File: src/rtl/memory_stack_pkg.sv
// Shared definitions for the SAP-2 memory/return-stack block: FSM states and
// the byte addresses of a stack entry inside RAM.
package memory_stack_pkg;

    typedef enum logic [2:0] {
        ST_IDLE   = 3'd0,
        ST_PUSH_H = 3'd1,
        ST_PUSH_L = 3'd2,
        ST_POP_H  = 3'd3,
        ST_POP_L  = 3'd4
    } state_e;

    // Entry k grows downward from the top of RAM: high byte first, low byte after it.
    function automatic int stk_hi(input int ram_bytes, input int k);
        return ram_bytes - 2 - 2 * k;
    endfunction

    function automatic int stk_lo(input int ram_bytes, input int k);
        return ram_bytes - 1 - 2 * k;
    endfunction

endpackage

File: src/rtl/memory_stack_ram_sp.sv
// Byte-wide single-port RAM. The read is combinational so that the MDR in the
// top level acts as the registered read stage of every access.
module memory_stack_ram_sp #(
    parameter int ADDR_W = 6
) (
    input  logic              clk_i,
    input  logic              we_i,
    input  logic [ADDR_W-1:0] addr_i,
    input  logic [7:0]        wdata_i,
    output logic [7:0]        rdata_o
);

    logic [7:0] mem_q [2**ADDR_W];

    always_ff @(posedge clk_i) begin
        if (we_i) begin
            mem_q[addr_i] <= wdata_i;
        end
    end

    assign rdata_o = mem_q[addr_i];

endmodule

File: src/rtl/memory_stack.sv
// SAP-2 memory: MAR, 16-bit MDR, byte RAM and a multi-level return stack held
// in the top 2*STK_DEPTH bytes of RAM, moved one byte per cycle by a small FSM.
module memory_stack
    import memory_stack_pkg::*;
#(
    parameter int ADDR_W    = 6,
    parameter int STK_DEPTH = 8,
    parameter int SP_W      = 4
) (
    input  logic            clk_i,
    input  logic            rst_ni,
    input  logic            mar_loadh_i,
    input  logic            mar_loadl_i,
    input  logic            mdr_loadh_i,
    input  logic            mdr_load_i,
    input  logic            ram_load_i,
    input  logic            ram_enh_i,
    input  logic            ram_enl_i,
    input  logic            call_i,
    input  logic            ret_i,
    input  logic            clr_flags_i,
    input  logic [15:0]     bus_i,
    output logic [15:0]     out_o,
    output logic            busy_o,
    output logic [SP_W-1:0] sp_o,
    output logic            stk_ovf_o,
    output logic            stk_unf_o
);

    localparam int RAM_BYTES = 2**ADDR_W;

    state_e            state_q;
    logic [15:0]       mar_q;
    logic [15:0]       mdr_q;
    logic [15:0]       ra_q;
    logic [SP_W-1:0]   sp_q;
    logic              busy_q;
    logic              ovf_q;
    logic              unf_q;

    logic [SP_W-1:0]   sp_dec;
    logic [ADDR_W-1:0] push_hi_addr;
    logic [ADDR_W-1:0] push_lo_addr;
    logic [ADDR_W-1:0] pop_hi_addr;
    logic [ADDR_W-1:0] pop_lo_addr;

    logic              ram_we;
    logic [ADDR_W-1:0] ram_addr;
    logic [7:0]        ram_wdata;
    logic [7:0]        ram_rdata;

    logic              stk_full;
    logic              stk_empty;
    logic              unused_mar_hi;

    // Only the low MAR bits reach the RAM; the rest is architectural state.
    assign unused_mar_hi = ^mar_q[15:ADDR_W];

    assign sp_dec       = sp_q - SP_W'(1);
    assign push_hi_addr = ADDR_W'(stk_hi(RAM_BYTES, int'(sp_q)));
    assign push_lo_addr = ADDR_W'(stk_lo(RAM_BYTES, int'(sp_q)));
    assign pop_hi_addr  = ADDR_W'(stk_hi(RAM_BYTES, int'(sp_dec)));
    assign pop_lo_addr  = ADDR_W'(stk_lo(RAM_BYTES, int'(sp_dec)));

    assign stk_full  = (sp_q == SP_W'(STK_DEPTH));
    assign stk_empty = (sp_q == '0);

    always_comb begin
        ram_we    = 1'b0;
        ram_addr  = mar_q[ADDR_W-1:0];
        ram_wdata = mdr_q[7:0];
        case (state_q)
            ST_IDLE: begin
                ram_we = ram_load_i & ~ret_i & ~call_i & ~ram_enh_i & ~ram_enl_i;
            end
            ST_PUSH_H: begin
                ram_we    = 1'b1;
                ram_addr  = push_hi_addr;
                ram_wdata = ra_q[15:8];
            end
            ST_PUSH_L: begin
                ram_we    = 1'b1;
                ram_addr  = push_lo_addr;
                ram_wdata = ra_q[7:0];
            end
            ST_POP_H: ram_addr = pop_hi_addr;
            ST_POP_L: ram_addr = pop_lo_addr;
            default:  ram_we = 1'b0;
        endcase
    end

    memory_stack_ram_sp #(
        .ADDR_W (ADDR_W)
    ) u_ram (
        .clk_i   (clk_i),
        .we_i    (ram_we),
        .addr_i  (ram_addr),
        .wdata_i (ram_wdata),
        .rdata_o (ram_rdata)
    );

    always_ff @(posedge clk_i or negedge rst_ni) begin
        if (!rst_ni) begin
            state_q <= ST_IDLE;
            mar_q   <= '0;
            mdr_q   <= '0;
            ra_q    <= '0;
            sp_q    <= '0;
            busy_q  <= 1'b0;
            ovf_q   <= 1'b0;
            unf_q   <= 1'b0;
        end else begin
            if (mar_loadh_i) mar_q[15:8] <= bus_i[15:8];
            if (mar_loadl_i) mar_q[7:0]  <= bus_i[7:0];

            // Flag sets below are later in the block, so a set beats a clear.
            if (clr_flags_i) begin
                ovf_q <= 1'b0;
                unf_q <= 1'b0;
            end

            case (state_q)
                ST_IDLE: begin
                    if (mdr_loadh_i) mdr_q[15:8] <= bus_i[15:8];
                    if (mdr_load_i)  mdr_q[7:0]  <= bus_i[7:0];
                    if (ret_i) begin
                        if (stk_empty) begin
                            unf_q <= 1'b1;
                        end else begin
                            state_q <= ST_POP_H;
                            busy_q  <= 1'b1;
                        end
                    end else if (call_i) begin
                        if (stk_full) begin
                            ovf_q <= 1'b1;
                        end else begin
                            ra_q    <= bus_i;
                            state_q <= ST_PUSH_H;
                            busy_q  <= 1'b1;
                        end
                    end else if (ram_enh_i) begin
                        mdr_q[15:8] <= ram_rdata;
                    end else if (ram_enl_i) begin
                        mdr_q[7:0] <= ram_rdata;
                    end
                end
                ST_PUSH_H: state_q <= ST_PUSH_L;
                ST_PUSH_L: begin
                    sp_q    <= sp_q + SP_W'(1);
                    state_q <= ST_IDLE;
                    busy_q  <= 1'b0;
                end
                ST_POP_H: begin
                    mdr_q[15:8] <= ram_rdata;
                    state_q     <= ST_POP_L;
                end
                ST_POP_L: begin
                    mdr_q[7:0] <= ram_rdata;
                    sp_q       <= sp_dec;
                    state_q    <= ST_IDLE;
                    busy_q     <= 1'b0;
                end
                default: begin
                    state_q <= ST_IDLE;
                    busy_q  <= 1'b0;
                end
            endcase
        end
    end

    assign out_o     = mdr_q;
    assign busy_o    = busy_q;
    assign sp_o      = sp_q;
    assign stk_ovf_o = ovf_q;
    assign stk_unf_o = unf_q;

endmodule

File: config.mk
export PLATFORM = sky130hd
export DESIGN_NAME = memory_stack
export DESIGN_NICKNAME = d
export VERILOG_FILES = /design/src/rtl/memory_stack_pkg.sv /design/src/rtl/memory_stack_ram_sp.sv /design/src/rtl/memory_stack.sv
export SDC_FILE = /design/constraint.sdc
export NUM_CORES = 1
export LEC_CHECK = 0
export CORE_MARGIN = 3
export CORE_UTILIZATION = 40
export DETAILED_ROUTE_END_ITERATION = 12
export DONT_BUFFER_PORTS = 1
export PLACE_DENSITY_LB_ADDON = 0.3
export SLEW_MARGIN = 25
export SYNTH_ARGS = -nofsm -noshare
export SYNTH_HDL_FRONTEND = slang
export SYNTH_SLANG_ARGS = --single-unit
File: constraint.sdc
create_clock -name clk_i -period 5.7 [get_ports clk_i]
set_input_delay 0.285 -clock clk_i [delete_from_list [all_inputs] [get_ports clk_i]]
set_output_delay 0.285 -clock clk_i [all_outputs]
set_load 0.02 [all_outputs]
==> metrics, run 1 <==
status completed; core area 0.0607 mm^2; Nets 1,840; final hold violation count 0; DRC 0; clock-pin slew on the worst setup and hold paths 60 ps; drt initial violations between 2,000 and 2,500; Final Setup Violations 0; CP most frequent cell buf_4; area share of the largest cell type after synthesis 0.623; Synth Flop Type edfxtp_1; Crit path arrival time 5270 ps; chip width 254 um; number of global-route vias before repair 16,200; drt first pass iters 6; slowest stage cell, crit path dfrtp_1; largest net degree at the start of global routing 95; CP max FO 35; Die Y 254 um; worst reg2reg path endpoint out_o[6]; Worst Reg2Reg Path Length in Cells 12; # Post-CTS Setup Buffers 0; hold path startpoint ram_enh_i; via/cell ratio between 6 and 7; mapped cell area approximately 0.025 mm^2; Slew HR 0.307; Row Count 90; CTS Buf Count 57; crit share post-route 0.838; Tot GR Track Use 0.219; Max Clock Freq roughly 0.21 GHz; drt total wl 71,800 um; Final min period ~4800 ps; CP Data Required Time 6190 ps; grt total ovfl 0; synth warn 0; worst hold path type in -> reg; H-tree depth 2; RSZ-0062 raised after global routing false; vias post-DR 16,700; Final Slew Violations 0; r2r setup slk 920 ps; Worst-Skew Late Latency 620 ps; sequential share of the synthesized area 0.671; CP Launch Point state_q[0]; worst slew pin tran between 1000 and 1500 ps; per-cell routed wire length 27.2 um; Die Area about 0.065 mm^2; IO buf count 0; reg2reg start state_q[0]; Clock Path Buffers 3; syn_area_per_cell 13.7 um^2; initial core utilization 0.407; CP Capture Point out_o[6]; CP peak stage delay 910 ps; Filler cells 5,251; Syn Nets about 1,800; asr flop ratio synth 0.0857; clk sinks 560; skew final about 23 ps; P&R area growth vs syn 12.4%; library cells used by synthesis a little over 90; total of max-cap violations 0; CTS tree yes; CP Capture Type flop; initial antenna violation count 0; GP Congestion 0.856; HPWL Detailed 43,400 um; setup_tns 0 ps; Area contributors post-synth edfxtp_1 62%, dfrtp_1 4.9%, a22oi_1 3.4%; ANT nets after route 0; number of synthesized flops with an enable pin 512; Cell Chain, Critical Path buf_4 > nor2_2 > o211ai_2 > o21a_4 > buf_4 > a21o_1 > a32oi_1 > o21ai_0 > nand4_1 > nor4_1 > buf_4 > a21oi_1; share of cells above drive strength 1 0.136; io pins 51; Ant. Diodes 0; clk root buf clkbuf_16; Yosys reg bits 560; global-route wire length before repair 106,000 um; worst setup path class reg -> reg; crit path launch type flop; instance count of the mapped netlist about 1,800; post-synth top area cell edfxtp_1
## area by class of cell
class | count | area, um^2 | share of cell area
clock buffer | 76 | 1550 | 0.0558
inverter | 12 | 47.5 | 0.00171
clock inverter | 31 | 358 | 0.0129
sequential | 560 | 16600 | 0.597
tap | 782 | 978 | 0.0352
timing repair buffer | 95 | 908 | 0.0327
multi-input combinational | 1084 | 7350 | 0.265
## critical path: cells and delay by family (launching register included)
family / cells / cell delay [ps]
buffers and inverters: 3 / 1070
AO/OA/AOI/OAI: 6 / 1510
AND/OR/NAND/NOR: 3 / 1120
flip-flops: 1 / 910
## cells in the mapped netlist, types with 29 or more instances
cell and number:
a221oi_1 56, buf_2 71, dfrtp_1 48, edfxtp_1 512, o21ai_0 80, nor2_1 119, a21oi_1 102, a22oi_1 111
clkbuf_1 29, nand3_1 51, nand2_1 160, mux2i_1 34
## stage by stage
stage / std cells / setup WS (ps) / utilization / hold slack, ps / cell area [um^2]
floorplan: 1801 / 806 / - / -10.6 / 24700
global placement: 2506 / 1130 / 0.421 / -9.39 / 25500
detailed placement: 2508 / 1150 / 0.422 / -9.35 / 25600
CTS: 2640 / 1120 / 0.457 / 35.2 / 27800
global route: 2640 / 738 / 0.457 / 99.8 / 27800
finish: 2640 / 924 / 0.457 / 83.9 / 27800
## metal layers
metal  GRT usage  vias up  wire length (um)
met5           0        -                 0
met2       0.347      877             33400
met1       0.308     8525             29900
met4      0.0644        0              1730
li1            -     7209                 -
met3      0.0425       93              6710
## state kept, by name, indices dropped and copies added (netlist names)
| signal | flops |
|---|---|
| ra_q | 16 |
| mar_q | 6 |
| stk_ovf_o | 1 |
| out_o | 16 |
| sp_o | 4 |
| busy_o | 1 |
| u_ram.mem_q | 512 |
| state_q | 3 |
| stk_unf_o | 1 |
## cell usage in the layout (no fill, tap or decap), types with 10 or more instances in the layout
master / Yosys / layout
edfxtp_1: 512 / 512
nand2_1: 160 / 160
nor2_1: 119 / 118
a22oi_1: 111 / 111
a21oi_1: 102 / 101
o21ai_0: 80 / 71
buf_4: 18 / 62
clkbuf_16: 0 / 58
a221oi_1: 56 / 56
nand3_1: 51 / 51
dfrtp_1: 48 / 46
mux2i_1: 34 / 34
a22o_1: 28 / 27
o2bb2ai_1: 24 / 24
a211oi_1: 24 / 24
dlygate4sd3_1: 0 / 24
mux2_2: 22 / 22
a32oi_1: 19 / 19
a31oi_1: 19 / 19
o21ai_1: 17 / 18
clkbuf_1: 29 / 15
a311oi_1: 14 / 14
nand4_1: 14 / 14
a21o_1: 15 / 14
clkinv_2: 0 / 13
o2111ai_1: 12 / 12
o211ai_1: 10 / 10
## how the worst min path moves through the flow
stage / end / slack, ps / depth (start not counted)
6_report: out_o[8] / 80 / 3
2_1_floorplan: busy_o / -10 / 0
3_5_place_dp: out_o[14] / -9 / 0
3_3_place_gp: ra_q[13] / -9 / 0
4_1_cts: out_o[9] / 40 / 3
5_1_grt: out_o[8] / 100 / 3
## cells by family after synthesis
family,Yosys count,synth area share
adder cells (fa/ha/maj),2,0.00101
AND/OR/NAND/NOR,412,0.0788
AO/OA/AOI/OAI,600,0.178
flip-flops,560,0.671
XOR/XNOR,5,0.00177
multiplexers,65,0.0320
buffers and inverters,157,0.0371
## repair_timing
item | CTS | global route
endpoints found under the hold margin | 89 | 0
hold buffers | 25 | 0
resized for setup | 0 | 0
Power of run 1 is left out: the tool's default activity adds up to more than one toggle a clock period on the data nets, which glitch-free logic cannot reach.
==> run 2, diff against run 1 <==
Clock period 5.7 ns to 4.58 ns, I/O delays scaled along.
==> run 2 against run 1 <==
Against the previous run: hold slack worse by 31 ps; core utilization rose by 0.88 points; non-clock buffer count grew 83; sequential share of layout area shrank 1.1 points; final area grew 1.9%; setup slack lost 620 ps; sequential cell count stayed put; count of clock-buffer cells in the layout shrank 9; clock skew increased by 0.89 ps; register-to-register slack lost 620 ps; highest routed layer is now met5.
==> metrics, run 2 (synthesis results as in run 1) <==
GP Congestion 0.857 (+0.21%); Max Clock Freq 0.234 GHz (+12%); Tot GR Track Use 0.224 (+0.00532); skew final 23.5 ps (+0.891 ps); core area 0.0607 mm^2 (unchanged); CP Capture Type flop; status completed; post-cts sizing count 0 (unchanged); Biggest register u_ram.mem_q; hold buffers post-CTS 26 (+4.0%); drt first pass iters 5 (-1); CP Launch Point sp_o[1]; clock-pin slew on the worst setup and hold paths 60 ps (about the same); Nets 1,922 (+4.5%); commonest non-fill, non-tap cell in the layout edfxtp_1; CTS Buf Count 56 (-1.8%); hold path startpoint ram_enh_i; chip width 254 um (unchanged); setup_tns 0 ps (unchanged); Crit path arrival time 4760 ps (-510 ps); max FFs per register 512 (unchanged); most frequent cells in the layout 512 x edfxtp_1, 160 x nand2_1, 134 x buf_4, 118 x nor2_1, 111 x a22oi_1; IO buf count 0 (unchanged); vias post-DR 17,100 (+2.3%); drt initial violations 2,189 (+0.091%); total of max-cap violations 0 (unchanged); share of cells above drive strength 1 0.167 (+0.0308); Slew HR 0.359 (+0.0522); Final Slew Violations 0 (unchanged); Worst-Skew Late Latency 620 ps (about the same); Final Setup Violations 0 (unchanged); initial antenna violation count 1 (+1); CTS tree yes; worst slew pin tran 961 ps (-78.3 ps); crit path launch type flop; Final min period 4270 ps (-502 ps); Area after DPL 0.0263 mm^2 (+2.8%); clk root buf clkbuf_16; worst setup path class reg -> reg; global-route wire length before repair 109,000 um (+2.9%); initial core utilization 0.407 (unchanged); crit share post-route 0.933 (+0.0954); final hold violation count 0 (unchanged); reg2reg start sp_o[1]; per-cell routed wire length 26.9 um (-1.1%); HPWL Detailed 44,500 um (+2.5%); clk sinks 560 (unchanged); Die Y 254 um (unchanged); Clock Path Buffers 3 (unchanged); H-tree depth 2 (unchanged); io pins 51 (unchanged); CP max FO 18 (-49%); via/cell ratio 6.29 (-0.59%); ANT nets after route 0 (unchanged); CP Data Required Time 5060 ps (-1130 ps); Row Count 90 (unchanged); largest net degree at the start of global routing 71 (-25%); DRC 0 (unchanged); Worst Reg2Reg Path Length in Cells 12 (unchanged); Die Area 0.0647 mm^2 (unchanged); drt total wl 73,100 um (+1.8%); Post-Layout Inst Area 0.0283 mm^2 (+1.9%); number of global-route vias before repair 16,700 (+3.1%); # Post-CTS Setup Buffers 0 (unchanged); grt total ovfl 0 (unchanged); worst hold path type in -> reg; Min Hold Slack 53.4 ps (-30.5 ps); hold path cells 4 (+1); P&R area growth vs syn 14.6%; RSZ-0062 raised after global routing false
==> run 2: metal layers <==
metal  global-route usage  share of wire
met4               0.0809          0.034
met5                    0        0.00019
met2                0.355           0.46
met3               0.0419          0.097
met1                0.310           0.41
==> run 2: final timing paths <==
check | endpoint | slack, ps
worst max-delay path | out_o[6] | 310
worst min-delay path | out_o[12] | 50
worst max register to register | out_o[6] | 310
worst min register to register | ra_q[7] | 490
max in group asynchronous | state_q[2] | 4190
min in group asynchronous | ra_q[12] | 140
==> run 2: area by class of cell <==
cell class / count / area (um^2)
fill: 5213 / 32400
sequential: 560 / 16600
multi-input combinational: 1084 / 7350
timing repair buffer: 178 / 1640
clock buffer: 67 / 1460
tap: 782 / 978
clock inverter: 33 / 239
inverter: 12 / 47.5
antenna: 1 / 2.50
==> run 2: stage by stage <==
step / utilization / std cells / setup slack (ps)
final: 0.466 / 2717 / 306
after global routing: 0.466 / 2716 / 226
after global placement: 0.434 / 2590 / 422
after CTS: 0.466 / 2716 / 390
after floorplan: - / 1801 / 781
after detailed placement: 0.434 / 2590 / 420
==> run 2: critical path, cell delays in order, from the launching register on <==
cell and delay, ps:
dfrtp_1 680, inv_1 120, ha_1 330, or3_4 350, o211ai_2 110, o221a_2 720, buf_4 380, a311oi_1 90
a21oi_1 270, a21oi_1 220, nor4_1 570, buf_4 220, a21oi_1 60
Power of run 2 is left out for the same reason.
